==> src/rtl/xgcd_quot_approx_pkg.sv <==
`default_nettype none
// ============================================================================
// Package : xgcd_quot_approx_pkg
// Shared types, range limits and the reciprocal-product LUT value function.
// Revision: 1.0
// ============================================================================
package xgcd_quot_approx_pkg;

  localparam int QA_AB_MIN = 2;
  localparam int QA_AB_MAX = 6;

  // Control flags that travel through the pipeline next to each datum.
  typedef struct packed {
    logic valid;
    logic a_zero;
    logic div_zero;
  } qa_stage_t;

  function automatic bit qa_ab_in_range(input int ab);
    return (ab >= QA_AB_MIN) && (ab <= QA_AB_MAX);
  endfunction

  // Normalised mantissas i, j (MSB set); result is floor((i << ab) / j).
  function automatic int qa_lut_val(input int i, input int j, input int ab);
    if (j == 0) return 0;
    return (i << ab) / j;
  endfunction

endpackage
`default_nettype wire

==> src/rtl/xgcd_lzd.sv <==
`default_nettype none
// ============================================================================
// Module  : xgcd_lzd
// Combinational leading-one index and all-zero flag.
// Revision: 1.0
// ============================================================================
module xgcd_lzd #(
  parameter int WIDTH = 64,
  localparam int IDX_W = (WIDTH > 1) ? $clog2(WIDTH) : 1
) (
  input  logic [WIDTH-1:0] val_i,
  output logic [IDX_W-1:0] idx_o,
  output logic             zero_o
);

  always_comb begin
    idx_o = '0;
    for (int i = 0; i < WIDTH; i++) begin
      if (val_i[i]) idx_o = IDX_W'(i);
    end
  end

  assign zero_o = ~|val_i;

endmodule
`default_nettype wire

==> src/rtl/xgcd_quot_approx.sv <==
`default_nettype none
// ============================================================================
// Module  : xgcd_quot_approx
// 3-stage pipelined floor(a/b) estimator (normalise, LUT, rescale) with
// valid/ready handshakes. Optional XGCD_QA_STATS_EN adds handshake counters.
// Revision: 1.0
// ============================================================================
module xgcd_quot_approx
  import xgcd_quot_approx_pkg::*;
#(
  parameter int WIDTH       = 64,
  parameter int APPROX_BITS = 3
) (
  input  logic             clk,
  input  logic             rst,
  input  logic             in_valid_i,
  output logic             in_ready_o,
  input  logic [WIDTH-1:0] a_i,
  input  logic [WIDTH-1:0] b_i,
  output logic             out_valid_o,
  input  logic             out_ready_i,
  output logic [WIDTH-1:0] q_est_o,
  output logic             div_zero_o
`ifdef XGCD_QA_STATS_EN
  ,
  output logic [31:0]      op_count_o,
  output logic [31:0]      dz_count_o
`endif
);

  localparam int AB        = APPROX_BITS;
  localparam int LUT_W     = AB + 1;
  localparam int IDX_W     = $clog2(WIDTH);
  localparam int SH_W      = $clog2(WIDTH) + 2;
  localparam int ADDR_W    = 2 * AB - 2;
  localparam int LUT_DEPTH = 1 << ADDR_W;
  localparam int HALF      = 1 << (AB - 1);

  generate
    if (!qa_ab_in_range(AB) || (WIDTH < AB)) begin : g_bad_cfg
      $error("xgcd_quot_approx: APPROX_BITS must be 2..6 and <= WIDTH");
    end
  endgenerate

  // Implicit leading one of both mantissas is dropped from the address.
  logic [LUT_W-1:0] lut [LUT_DEPTH];
  generate
    for (genvar k = 0; k < LUT_DEPTH; k++) begin : g_rom
      localparam int AI = (k >> (AB - 1)) + HALF;
      localparam int BI = (k % HALF) + HALF;
      assign lut[k] = LUT_W'(qa_lut_val(AI, BI, AB));
    end
  endgenerate

  logic adv;
  logic out_valid_q;

  assign adv        = !out_valid_q || out_ready_i;
  assign in_ready_o = adv;

  // ---------------- S1: leading-one detect and normalise ----------------
  logic [IDX_W-1:0] la, lb;
  logic             a_zero, b_zero;
  logic [WIDTH-1:0] a_norm, b_norm;
  qa_stage_t        s1_d, s1_q;
  logic [AB-1:0]    a_top_d, b_top_d, a_top_q, b_top_q;
  logic [IDX_W-1:0] la_q, lb_q;

  xgcd_lzd #(.WIDTH(WIDTH)) u_lzd_a (.val_i(a_i), .idx_o(la), .zero_o(a_zero));
  xgcd_lzd #(.WIDTH(WIDTH)) u_lzd_b (.val_i(b_i), .idx_o(lb), .zero_o(b_zero));

  assign a_norm  = a_i << (IDX_W'(WIDTH - 1) - la);
  assign b_norm  = b_i << (IDX_W'(WIDTH - 1) - lb);
  assign a_top_d = AB'(a_norm >> (WIDTH - AB));
  assign b_top_d = AB'(b_norm >> (WIDTH - AB));

  always_comb begin
    s1_d          = '0;
    s1_d.valid    = in_valid_i;
    s1_d.a_zero   = a_zero;
    s1_d.div_zero = b_zero;
  end

  always_ff @(posedge clk or posedge rst) begin
    if (rst) begin
      s1_q    <= '0;
      a_top_q <= '0;
      b_top_q <= '0;
      la_q    <= '0;
      lb_q    <= '0;
    end else if (adv) begin
      s1_q    <= s1_d;
      a_top_q <= a_top_d;
      b_top_q <= b_top_d;
      la_q    <= la;
      lb_q    <= lb;
    end
  end

  // ---------------- S2: LUT lookup and exponent ----------------
  logic [ADDR_W-1:0] addr;
  logic [LUT_W-1:0]  mant_d, mant_q;
  logic [SH_W-1:0]   sh_d, sh_q;
  qa_stage_t         s2_q;

  assign addr   = {a_top_q[AB-2:0], b_top_q[AB-2:0]};
  assign mant_d = lut[addr];
  // Two's-complement in SH_W bits; MSB is the sign.
  assign sh_d   = {2'b00, la_q} - {2'b00, lb_q} - SH_W'(AB);

  always_ff @(posedge clk or posedge rst) begin
    if (rst) begin
      s2_q   <= '0;
      mant_q <= '0;
      sh_q   <= '0;
    end else if (adv) begin
      s2_q   <= s1_q;
      mant_q <= mant_d;
      sh_q   <= sh_d;
    end
  end

  // ---------------- S3: rescale ----------------
  logic [WIDTH+LUT_W-1:0] wide_l;
  logic [SH_W-1:0]        neg_amt;
  logic [LUT_W-1:0]       shr;
  logic [WIDTH-1:0]       q_d, q_q;
  logic                   dz_q;

  assign wide_l  = {{WIDTH{1'b0}}, mant_q} << sh_q;
  assign neg_amt = -sh_q;
  assign shr     = mant_q >> neg_amt;

  always_comb begin
    q_d = '0;
    if (s2_q.a_zero || s2_q.div_zero) begin
      q_d = '0;
    end else if (!sh_q[SH_W-1]) begin
      q_d = (|wide_l[WIDTH+LUT_W-1:WIDTH]) ? '1 : wide_l[WIDTH-1:0];
    end else if (neg_amt < SH_W'(LUT_W)) begin
      q_d = WIDTH'(shr);
    end
  end

  always_ff @(posedge clk or posedge rst) begin
    if (rst) begin
      out_valid_q <= 1'b0;
      q_q         <= '0;
      dz_q        <= 1'b0;
    end else if (adv) begin
      out_valid_q <= s2_q.valid;
      q_q         <= q_d;
      dz_q        <= s2_q.div_zero;
    end
  end

  assign out_valid_o = out_valid_q;
  assign q_est_o     = q_q;
  assign div_zero_o  = dz_q;

`ifdef XGCD_QA_STATS_EN
  logic [31:0] op_cnt_q, dz_cnt_q;
  logic        out_hs;

  assign out_hs = out_valid_q && out_ready_i;

  always_ff @(posedge clk or posedge rst) begin
    if (rst) begin
      op_cnt_q <= '0;
      dz_cnt_q <= '0;
    end else if (out_hs) begin
      op_cnt_q <= op_cnt_q + 32'd1;
      if (dz_q) dz_cnt_q <= dz_cnt_q + 32'd1;
    end
  end

  assign op_count_o = op_cnt_q;
  assign dz_count_o = dz_cnt_q;
`endif

endmodule
`default_nettype wire

==> config.mk <==
export PLATFORM = sky130hd
export DESIGN_NAME = xgcd_quot_approx
export DESIGN_NICKNAME = d
export VERILOG_FILES = /design/src/rtl/xgcd_quot_approx_pkg.sv /design/src/rtl/xgcd_lzd.sv /design/src/rtl/xgcd_quot_approx.sv
export SDC_FILE = /design/constraint.sdc
export NUM_CORES = 1
export LEC_CHECK = 0
export CORE_ASPECT_RATIO = 0.6
export CORE_MARGIN = 3
export CORE_UTILIZATION = 30
export CTS_BUF_LIST = sky130_fd_sc_hd__clkbuf_4 sky130_fd_sc_hd__clkbuf_8
export CTS_CLUSTER_DIAMETER = 30
export DETAILED_ROUTE_END_ITERATION = 10
export GPL_ROUTABILITY_DRIVEN = 1
export PLACE_DENSITY = 0.59
export SLEW_MARGIN = 10
export SYNTH_ARGS = -nofsm -noshare
export SYNTH_HDL_FRONTEND = slang
export SYNTH_SLANG_ARGS = --single-unit
==> constraint.sdc <==
create_clock -name clk -period 4.5 [get_ports clk]
set_input_delay 0.675 -clock clk [delete_from_list [all_inputs] [get_ports clk]]
set_output_delay 0.675 -clock clk [all_outputs]
set_load 0.05 [all_outputs]
==> impl_metrics.ini <==
[global_routing]
antenna_found_initial = 0
grt_usage_pct = 21.1
overflow = 0
grt_pass1_vias = 10100
grt_max_degree = 84
grt_pass1_wl_um = 60100

[synthesis]
synth_top_area_cell = dfrtp_1
netlist_area_um2 = 9870
synthTopCellsByCount = 144 x nand2_1, 125 x o21ai_0, 114 x nor2_1
syn_nets = 1420
yosysTopAreaCellShare_pct = 25.4
synth_seq_cells = 100
ys.flop_type = dfrtp_1
synth_edf_count = 0
ys_seq_area_share_pct = 25.4
ys_top_cells_by_area = dfrtp_1 25%, o21ai_0 6.3%, mux2i_1 5.5%, nand2_1 5.5%, a21oi_1 4.8%
synth.distinct_cells = 95
avgSynthCellArea_um2 = 7.75
yosysMostFrequentCell = nand2_1
syn_inst = 1273
ys_warn_count = 0
synthArstFlopShare_pct = 100

[power_and_ir_drop]
p_seq_share_pct = 29.8
switchingPower_mw = 2.27
p_int_mw = 2.31
clockPowerShare_pct = 13.8
max-vdd-ir-drop_mv = 0.183
p_per_area_nw_per_um2 = 364
comb_power_share_pct = 56.5
swShare_pct = 49.6
p_leak_nw = 5.01

[finish]
fin_nets = 1595
seqCellArea_um2 = 2500
fin_util_pct = 39.6
multiInputGateArea_um2 = 6750
diodes = 0
drive_gt1_share_pct = 9.22
area_growth_pct = 27.6
fillers = 3277

[die]
die_x_um = 240
coreArea_um2 = 31800
io_pins = 199
dieHeight_um = 146
rows = 50
die-area_um2 = 35200
start_util_pct = 31.0

[timing]
finalSetupViolations = 0
slew_violations = 0
finalHoldViolCount = 0
grt_setup_unrepaired = no
skew_ns = 0.0194
final.min_clock_period_ns = 3.94
tightest_slew_ns = 1.03
setup_tns_ns = 0
period_share_pct = 87.5
slew-limit-headroom_pct = 31.4
fmax_mhz = 254

[setup_path]
arrival_ns = 4.17
worstPathMaxFanout = 12
reg2reg_depth = 9
r2r_end = q_est_o[32]
rrSetupSlack_ns = 1.40
r2r-start = sh_q[1]
worstSetupStartpoint = b_i[20]
end_kind = flop
endpoint = b_top_q[0]
cp-start-kind = input pin
worstPathRequired_ns = 4.74
worstSetupPathType = input pin to flop

[clocking]
root_buffer = clkbuf_8
cts_setup_buffers = 0
cts-htree-levels = 3
cts_buffer_depth = 2
path_clk_slew_ns = 0.11
cts_tree = yes
cts_buffers = 9
clock_latency_ns = 0.37
ctsHoldBuffers = 0
cts_resized = 0
cts.sinks = 100

[drt]
via_count = 10900
drtPass1Iterations = 6
routed_wl_um = 37900
routedWlPerCell_um = 20.3
via_per_inst = 5.85
drt_iter0_drc = 1235
drtAntennaViolNets = 0
drc = 0

[min_path]
hp-class = flop to flop

[placement]
place_hpwl_um = 29400
port-buffer-count = 198
globalplace.congestion = 0.919

[run]
drv_cap = 0

[run_status]
status = complete, no violations
how the worst min path moves through the flow:
| stage | startpoint | endpoint | slack (ns) | depth (start not counted) |
|---|---|---|---|---|
| floorplan | s2_q[2] | s2_q[2] | 0.43 | 2 |
| global route | s2_q[2] | out_valid_o | 0.50 | 1 |
| CTS | s2_q[2] | out_valid_o | 0.48 | 1 |
| global placement | s2_q[2] | s2_q[2] | 0.44 | 2 |
| finish | s2_q[2] | out_valid_o | 0.47 | 1 |
| detailed placement | s2_q[2] | out_valid_o | 0.45 | 1 |
metal layers:
| metal | vias to the layer above | global-route usage, % | share of wire [%] |
|---|---|---|---|
| li1 | 5158 | - | - |
| met1 | 5202 | 34.8 | 50 |
| met2 | 557 | 27.4 | 39 |
| met3 | 15 | 5.61 | 10 |
| met4 | 0 | 1.62 | 0.31 |
| met5 | - | 0 | 0 |
power by group through the flow:
stage	registers [mW]	logic, mW	clock network (mW)
after global placement	1.37	2.53	0
after global routing	1.40	2.81	0.694
after floorplan	1.60	1.42	0
final	1.36	2.59	0.632
after detailed placement	1.38	2.55	0
after CTS	1.36	2.56	0.649
through the flow:
stage	hold WS [ns]	total power, mW	instances	worst slack, ns	instance area [µm²]
final	0.472	4.58	1869	0.564	12600
after global routing	0.503	4.90	1869	0.292	12600
after CTS	0.476	4.57	1869	0.665	12600
after detailed placement	0.448	3.93	1853	0.281	12400
after global placement	0.443	3.90	1853	0.256	12400
after floorplan	0.430	3.02	1273	1.21	9870
final cells by class:
type | count | share of cell area [%]
multi-input combinational | 1028 | 53.6
sequential | 100 | 19.9
timing repair buffer | 247 | 18.8
tap | 416 | 4.13
inverter | 62 | 1.87
clock buffer | 10 | 1.09
clock inverter | 6 | 0.646
layout by cell type (no fill, tap or decap), drive strengths merged, types with 14 or more instances in the layout:
cell / instances
nor2: 116
clkdlybuf4s50: 198
a21oi: 96
nand3: 23
mux2i: 54
nor4: 32
nand2b: 16
nand2: 145
ha: 14
nor2b: 20
mux2: 16
inv: 63
nor3: 43
a22o: 51
o21ai: 132
dfrtp: 100
o211ai: 23
buf: 49
or4: 20
state kept, by name, indices dropped and copies added, names as in the netlist, 3 cells and up:
signal and flops:
la_q 6, lb_q 6, mant_q 4, q_est_o 64, s1_q 3, s2_q 3
sh_q 8
worst max-delay path, stage by stage:
cell and delay (ns):
clkdlybuf4s50_1 0.56, or4_4 0.65, a211oi_1 0.34, o211ai_1 0.17, nand2_1 0.42, buf_4 0.25, nor2_1 0.04, a2111oi_0 0.48
a311oi_1 0.10, a311oi_1 0.22, or4b_1 0.17, nand3_1 0.08
kinds of logic after synthesis:
group | count (synthesis) | share of synthesized area (%)
AO/OA/AOI/OAI | 453 | 31.7
XOR/XNOR | 9 | 0.799
adder cells (fa/ha/maj) | 15 | 1.98
buffers and inverters | 145 | 6.33
flip-flops | 100 | 25.4
multiplexers | 83 | 10.3
AND/OR/NAND/NOR | 468 | 23.6
Note: power is estimated with default switching activity, not from simulation.
